==> src/rtl/pipe_stall_ctrl.sv <==
// Stall/bubble controller for the 5-stage pipeline: Tuse/Tnew register hazards
// plus the busy/done sequencing of the multi-cycle mult/div unit.
module pipe_stall_ctrl #(
  parameter int unsigned MULT_CYC = 5,
  parameter int unsigned DIV_CYC  = 10
) (
  input  logic       clk,
  input  logic       rst,
  input  logic [4:0] d_rs_addr,
  input  logic [4:0] d_rt_addr,
  input  logic [1:0] d_rs_tuse,
  input  logic [1:0] d_rt_tuse,
  input  logic       d_is_md,
  input  logic [4:0] e_wa,
  input  logic [1:0] e_tnew,
  input  logic [4:0] m_wa,
  input  logic [1:0] m_tnew,
  input  logic       e_md_start,
  input  logic [1:0] e_md_op,
  output logic       stall,
  output logic       pc_en,
  output logic       fd_en,
  output logic       de_clr,
  output logic       md_busy,
  output logic       md_done
);

  typedef enum logic [0:0] {
    ST_IDLE = 1'b0,
    ST_BUSY = 1'b1
  } md_state_e;

  localparam logic [3:0] MULT_LAT = 4'(MULT_CYC);
  localparam logic [3:0] DIV_LAT  = 4'(DIV_CYC);

  md_state_e  state_q;
  logic [3:0] cnt_q;
  logic       md_busy_q;
  logic       md_done_q;

  logic       rs_stall_s;
  logic       rt_stall_s;
  logic       md_stall_s;
  logic       stall_s;
  logic       md_op_unused_s;

  // A source stalls only if a producer still needs more cycles than the consumer can wait.
  function automatic logic src_hazard(
    input logic [4:0] addr,
    input logic [1:0] tuse,
    input logic [4:0] ewa,
    input logic [1:0] etnew,
    input logic [4:0] mwa,
    input logic [1:0] mtnew
  );
    logic e_hit;
    logic m_hit;
    e_hit = (addr == ewa) && (etnew > tuse);
    m_hit = (addr == mwa) && (mtnew > tuse);
    return (addr != 5'd0) && (e_hit || m_hit);
  endfunction

  // Combine register and mult/div hazards into the single pipeline stall
  always_comb begin
    rs_stall_s = src_hazard(d_rs_addr, d_rs_tuse, e_wa, e_tnew, m_wa, m_tnew);
    rt_stall_s = src_hazard(d_rt_addr, d_rt_tuse, e_wa, e_tnew, m_wa, m_tnew);
    md_stall_s = d_is_md && (e_md_start || md_busy_q);
    stall_s    = rs_stall_s || rt_stall_s || md_stall_s;
  end

  // Only the div/mult distinction matters for latency; signedness is the unit's concern.
  assign md_op_unused_s = e_md_op[0];

  // Mult/div busy counter: load on start, count down, pulse done on the last busy cycle's edge
  always_ff @(posedge clk) begin
    if (rst) begin
      state_q   <= ST_IDLE;
      cnt_q     <= 4'd0;
      md_busy_q <= 1'b0;
      md_done_q <= 1'b0;
    end else begin
      case (state_q)
        ST_IDLE: begin
          md_done_q <= 1'b0;
          if (e_md_start) begin
            state_q   <= ST_BUSY;
            cnt_q     <= e_md_op[1] ? DIV_LAT : MULT_LAT;
            md_busy_q <= 1'b1;
          end else begin
            state_q   <= ST_IDLE;
            cnt_q     <= 4'd0;
            md_busy_q <= 1'b0;
          end
        end
        ST_BUSY: begin
          // A start while busy is ignored; <= 1 also recovers from a corrupted zero count
          if (cnt_q <= 4'd1) begin
            state_q   <= ST_IDLE;
            cnt_q     <= 4'd0;
            md_busy_q <= 1'b0;
            md_done_q <= 1'b1;
          end else begin
            state_q   <= ST_BUSY;
            cnt_q     <= cnt_q - 4'd1;
            md_busy_q <= 1'b1;
            md_done_q <= 1'b0;
          end
        end
        default: begin
          state_q   <= ST_IDLE;
          cnt_q     <= 4'd0;
          md_busy_q <= 1'b0;
          md_done_q <= 1'b0;
        end
      endcase
    end
  end

  assign stall   = stall_s;
  assign pc_en   = ~stall_s;
  assign fd_en   = ~stall_s;
  assign de_clr  = stall_s;
  assign md_busy = md_busy_q;
  assign md_done = md_done_q;

endmodule

==> config.mk <==
export PLATFORM = sky130hd
export DESIGN_NAME = pipe_stall_ctrl
export DESIGN_NICKNAME = d
export VERILOG_FILES = /design/src/rtl/pipe_stall_ctrl.sv
export SDC_FILE = /design/constraint.sdc
export NUM_CORES = 1
export LEC_CHECK = 0
export CAP_MARGIN = 10
export CORE_MARGIN = 3
export CORE_UTILIZATION = 41
export CTS_CLUSTER_SIZE = 10
export DETAILED_ROUTE_END_ITERATION = 8
export GPL_ROUTABILITY_DRIVEN = 0
export PLACE_DENSITY_LB_ADDON = 0.05
export SETUP_SLACK_MARGIN = 0.5
export SLEW_MARGIN = 0
export SYNTH_ARGS = -nofsm -noshare
export SYNTH_HDL_FRONTEND = slang
export SYNTH_SLANG_ARGS = --single-unit
export TNS_END_PERCENT = 100
==> constraint.sdc <==
create_clock -name clk -period 3.29 [get_ports clk]
set_clock_uncertainty 0.05 [all_clocks]
set_input_delay 0.658 -clock clk [delete_from_list [all_inputs] [get_ports clk]]
set_output_delay 0.658 -clock clk [all_outputs]
set_load 0.03 [all_outputs]
==> results_dict.tcl, run 1 <==
set metrics [dict create \
    status "complete, no violations" \
    crit_family "compound AO/OA/AOI/OAI gates" \
    finalSetupTns_ps 0 \
    grt_pass1_wl_mm 3.04 \
    routed_via_density 5.07 \
    path_clk_slew_ps 50 \
    slew_viol_final 0 \
    synth_nets 137 \
    min-delay-path-class "flip-flop to flip-flop" \
    tightestPinTransition_ps 382 \
    finalSetupViolCount 0 \
    cts_buffers 3 \
    critical_path.cell_chain "dlygate4sd2_1 > xnor2_1 > nand3_2 > a2111oi_4 > o22ai_2 > and3_4 > buf_6" \
    diodes 0 \
    synth_cell_type_count 27 \
    synthToLayoutAreaGrowth_pct 70.8 \
    cp_slowest_stage_delay_ps 320 \
    wire_per_inst_um 14.2 \
    die_height_um 48.3 \
    ant_nets 0 \
    hold_buffers 0 \
    cp_slowest_cell "a2111oi_4" \
    ys_seq_area_frac 0.164 \
    fin_crit_sh 0.846 \
    io_buffer_count 38 \
    grt_max_degree 11 \
    hold_violations 0 \
    critical_path.max_fanout 2 \
    syn_inst 93 \
    min-delay-start "cnt_q[2]$_SDFF_PP0_" \
    clk_latency_ps 250 \
    final_nets 179 \
    max_freq_ghz 0.359 \
    swShare 0.369 \
    clockPowerShare 0.212 \
    yosysWarnings 0 \
    die_w_um 48.3 \
    ff2ff_path_depth 7 \
    io_pins 40 \
    fp-row-count 14 \
    p_per_area_nw_per_um2 263 \
    drtIter0Drc 10 \
    h-tree-depth 1 \
    layout_setup_ws_ps 506 \
    postSynthAreaPerCell_um2 7.87 \
    dp_slack_ps 103 \
    intPower_uw 208 \
    leakage_nw 0.541 \
    drive_gt1_frac 0.248 \
    holdPathEnd "cnt_q[2]$_SDFF_PP0_" \
    hpwl_mm 1.65 \
    design_area_um2 1250 \
    routed_wl_mm 2.23 \
    nFillCells 123 \
    antenna_found_initial 0 \
    cp-start-kind "input pin" \
    overflow 0 \
    dr.pass1.iters 4 \
    timing.rr.start "cnt_q[0]$_SDFF_PP0_" \
    start_util 0.459 \
    route.detailed.drc 0 \
    drv_cap 0 \
    worst-path-buf-inv 2 \
    core-area_um2 1590 \
    p_seq_frac 0.262 \
    crit_type "input pin to primary output" \
    final_common_cell "dlygate4sd2_1" \
    reg2reg_to "cnt_q[0]$_SDFF_PP0_" \
    p_comb_frac 0.526 \
    ir_worst_vdd_mv 0.207 \
    r2r_slack_ps 1790 \
    max_slew_margin 0.743 \
    post_dp_cell_area_um2 1110 \
    cp.arrival_ps 2080 \
    fp.dieArea_um2 2330 \
    syn-cell-area_um2 732 \
    clock-sinks 6 \
    grt.total_usage 0.193 \
    whs_ps 487 \
    grt_pass1_vias 725 \
    worstPathRequired_ps 2580 \
    synth_seq_cells 6 \
    rsz0062_at_grt "yes" \
    vias 796 \
    holdPathStages 2 \
    tritoncts "yes" \
    final_cell_mix "dlygate4sd2_1 (17), xnor2_1 (13), inv_1 (8), clkdlybuf4s50_1 (8)" \
    switchingPower_uw 121 \
    clk_path_buf_depth 2 \
    end_kind "primary output" \
    period_needed_ps 2780 \
    clock-root-buffer "clkbuf_4" \
]
[cells by family (layout without fill, tap and decap cells)]
group	count (synthesis)	in the layout	share of synthesized area
buf+inv	14	54	0.0820
fa+ha+maj	10	10	0.171
compound gates	14	14	0.128
simple gates	28	28	0.203
xor+xnor	21	21	0.251
flops	6	6	0.164
[state kept, by name (all words and copies together) (netlist names)]
signal and count:
cnt_q 4, md_busy 1, md_done 1
[how the worst max path moves through the flow]
stage	startpoint	to	slack (ps)	depth (start not counted)
6_report	m_wa[3]	fd_en	510	7
5_1_grt	m_wa[2]	fd_en	380	7
4_1_cts	d_rt_tuse[0]	fd_en	500	8
3_5_place_dp	d_rs_tuse[1]	fd_en	100	9
3_3_place_gp	d_rs_tuse[1]	fd_en	140	9
2_1_floorplan	d_rt_tuse[1]	pc_en	530	8
[cell type report]
cell class,count,area (um^2),area share
Clock buffer,3,22.5,0.0180
Inverter,11,43.8,0.0350
Multi-Input combinational cell,73,667,0.534
Timing Repair Buffer,40,367,0.293
Sequential cell,6,120,0.0961
Tap cell,24,30.0,0.0240
[timing repair]
| item | CTS | global route |
|---|---|---|
| gates resized for setup | 44 | 22 |
| cloned | 0 | 0 |
| setup buffers | 2 | 0 |
| hold endpoints to repair | 0 | 0 |
| pin swaps | 17 | 9 |
| endpoints found under the setup margin | 4 | 4 |
[through the flow]
stage               utilization  std cells  total power [mW]
detailed placement        0.699        152             0.240
global route              0.784        157             0.350
global placement          0.699        152             0.236
floorplan                     -         93             0.170
finish                    0.784        157             0.329
CTS                       0.748        157             0.315
[tightest hold or removal path, cell delays in order (launching register included)]
cell	delay, ps
dfxtp_1	330
nand2b_1	70
a311oi_1	80
[power by group through the flow]
stage	clock network, mW	logic (mW)	registers [mW]
after global routing	0.0746	0.189	0.0870
after floorplan	0	0.0821	0.0883
after detailed placement	0	0.153	0.0873
after global placement	0	0.149	0.0869
final	0.0697	0.173	0.0861
after CTS	0.0705	0.158	0.0860
[layer usage]
metal	global-route usage	vias up	wire length (um)
met2	0.362	40	1180
met4	0.0269	0	19
met1	0.206	350	867
li1	-	404	-
met5	0	-	0
met3	0.0738	2	163
[synth_stat cells, drive strengths merged]
library cell  count  area share
xnor2            14        0.17
inv              11       0.056
ha               10        0.17
xor2              7       0.084
dfxtp             6        0.16
nor2              6       0.031
a21oi             4       0.027
nand2             4       0.021
nand4             3       0.026
nor4              3       0.026
buf               2       0.021
nand2b            2       0.017
nand3             2       0.014
nor3              2       0.014
o21a              2       0.021
o21ai             2       0.014
o22ai             2       0.017
or4               2       0.021
a2111oi           1       0.014
a211oi            1       0.010
a311oi            1       0.012
and3              1      0.0086
clkbuf            1      0.0051
nand3b            1       0.010
nor2b             1      0.0086
o32a              1       0.014
or3               1      0.0086
(Power assumes the default switching activity.)
==> run 2, diff against run 1 <==
Settings changed: CORE_UTILIZATION 41 to 38.
Clock period 3.29 ns to 2.7 ns, I/O delays scaled along.
==> run 2 against run 1 <==
  * Flip-flop and latch count unchanged
  * Combinational power rose by 68%
  * Final cell count up 7.6%
  * Worst hold slack better by 14 ps
  * Critical path depth increased by 3
  * Die area increased by 6.9%
  * Wire length grew 53%
  * Non-clock buffer count increased by 11
  * Sequential share of layout area decreased by 2.0 points
  * Largest power group unchanged
==> results_dict.tcl, run 2 (synthesis gave the netlist of run 1 again) <==
set metrics [dict create \
    period_needed_ps 2490 \
    min-delay-path-class "flip-flop to flip-flop" \
    wire_per_inst_um 20.2 \
    dr.pass1.iters 4 \
    grt.total_usage 0.264 \
    synthToLayoutAreaGrowth_pct 115 \
    clock-root-buffer "clkbuf_4" \
    hold_violations 0 \
    cp_slowest_cell "nor4_4" \
    start_util 0.415 \
    die_w_um 49.9 \
    cp.arrival_ps 1900 \
    final_cell_mix "buf_6 (14), xnor2_2 (11), buf_2 (9)" \
    max_slew_margin 0.780 \
    largest_register_ffs 4 \
    p_per_area_nw_per_um2 302 \
    cts_buffers 3 \
    dp_cells 164 \
    worst-path-buf-inv 4 \
    grt_pass1_vias 987 \
    rsz0062_at_grt "yes" \
    diodes 0 \
    status "complete, no violations" \
    routed_via_density 5.43 \
    max_freq_ghz 0.402 \
    critical_path.cell_chain "buf_2 > inv_4 > ha_4 > nand2_2 > nand4_1 > nor4_4 > o22ai_4 > buf_6 > nand3_4 > buf_6" \
    clock-sinks 6 \
    crit_type "input pin to primary output" \
    crit_family "simple AND/OR/NAND/NOR gates" \
    routed_wl_mm 3.42 \
    fp-row-count 15 \
    die_height_um 49.9 \
    h-tree-depth 1 \
    hold_buffers 0 \
    path_clk_slew_ps 40 \
    tightestPinTransition_ps 327 \
    hpwl_mm 1.80 \
    antenna_found_initial 0 \
    fp.dieArea_um2 2490 \
    slew_viol_final 0 \
    ant_nets 0 \
    grt_max_degree 11 \
    route.detailed.drc 0 \
    crit_top_cell "buf_6" \
    fin_crit_sh 0.921 \
    core-area_um2 1760 \
    clk_path_buf_depth 2 \
    worstPathRequired_ps 2110 \
    drtIter0Drc 11 \
    drive_gt1_frac 0.611 \
    grt_pass1_wl_mm 4.87 \
    cp-start-kind "input pin" \
    leakage_nw 0.645 \
    cp_slowest_stage_delay_ps 260 \
    end_kind "primary output" \
    final_common_cell "buf_6" \
    vias 917 \
    critical_path.max_fanout 2 \
    io_pins 40 \
    stdcell_count 169 \
    io_buffer_count 38 \
    fin_util 0.890 \
    drv_cap 0 \
    final_nets 190 \
    clk_latency_ps 230 \
    finalSetupViolCount 0 \
    power_uw 474 \
    regMostFlops "cnt_q" \
    overflow 0 \
    ir_worst_vdd_mv 0.314 \
    tritoncts "yes" \
]
[run 2: changes by cell type in the layout (fill, tap and decap cells not counted), sizes merged]
cell,before,now
clkdlybuf4s50,8,6
buf,8,30
clkdlybuf4s15,0,6
dlymetal6s2s,3,0
clkbuf,7,11
dlygate4sd2,17,1
[run 2: area by class of cell]
cell class                      instances  area [um^2]
Timing Repair Buffer                   51          442
Multi-Input combinational cell         73          893
Inverter                               11         61.3
Tap cell                               25         31.3
Fill cell                              86          194
Clock buffer                            3         22.5
Sequential cell                         6          120
[run 2: where the power goes]
group / switching, mW / internal, mW / leakage, nW
Clock: 0.0273 / 0.0499 / 0.0138
Combinational: 0.145 / 0.146 / 0.582
Sequential: 0.00876 / 0.0967 / 0.0494
Total: 0.181 / 0.292 / 0.645
[run 2: layer usage]
metal / vias up / track usage / part of all wire
met5: - / 0 / 0
met1: 431 / 0.275 / 0.38
li1: 425 / - / -
met2: 47 / 0.524 / 0.51
met4: 0 / 0.101 / 0.047
met3: 14 / 0.0272 / 0.064
[run 2: what timing repair did]
| action | CTS | global route |
|---|---|---|
| gates resized for setup | 148 | 28 |
| setup endpoints to repair | 4 | 4 |
| pin swaps | 27 | 9 |
| setup buffers | 2 | 0 |
[run 2: tightest hold or removal path, delay by kind of cell (launching register included)]
family	cells	cell delay, ps
compound gates	1	90
simple gates	1	80
flops	1	320
[run 2: through the flow]
step / hold WS [ps] / area [um^2] / setup TNS, ps / setup WS, ps
global route: 518 / 1570 / 0 / 134
floorplan: 437 / 774 / 0 / 303
CTS: 498 / 1520 / 0 / 277
detailed placement: 487 / 1240 / -2420 / -818
global placement: 468 / 1240 / -2400 / -809
finish: 502 / 1570 / 0 / 212
[run 2: path summary, 6_finish.rpt]
check,from,endpoint,slack (ps),cells past startpoint
hold reg to reg,cnt_q[3]$_SDFF_PP0_,cnt_q[2]$_SDFF_PP0_,500,2
setup / recovery,d_rs_tuse[1],stall,210,10
setup reg to reg,cnt_q[0]$_SDFF_PP0_,cnt_q[0]$_SDFF_PP0_,1130,7
hold / removal,cnt_q[3]$_SDFF_PP0_,cnt_q[2]$_SDFF_PP0_,500,2
==> run 3, diff against run 2 <==
Settings changed: CTS_CLUSTER_SIZE 10 to 12, SKIP_LAST_GASP from default to 1.
==> results of run 3 <==
No change in the layout: final DEF, timing and power equal those of run 2.
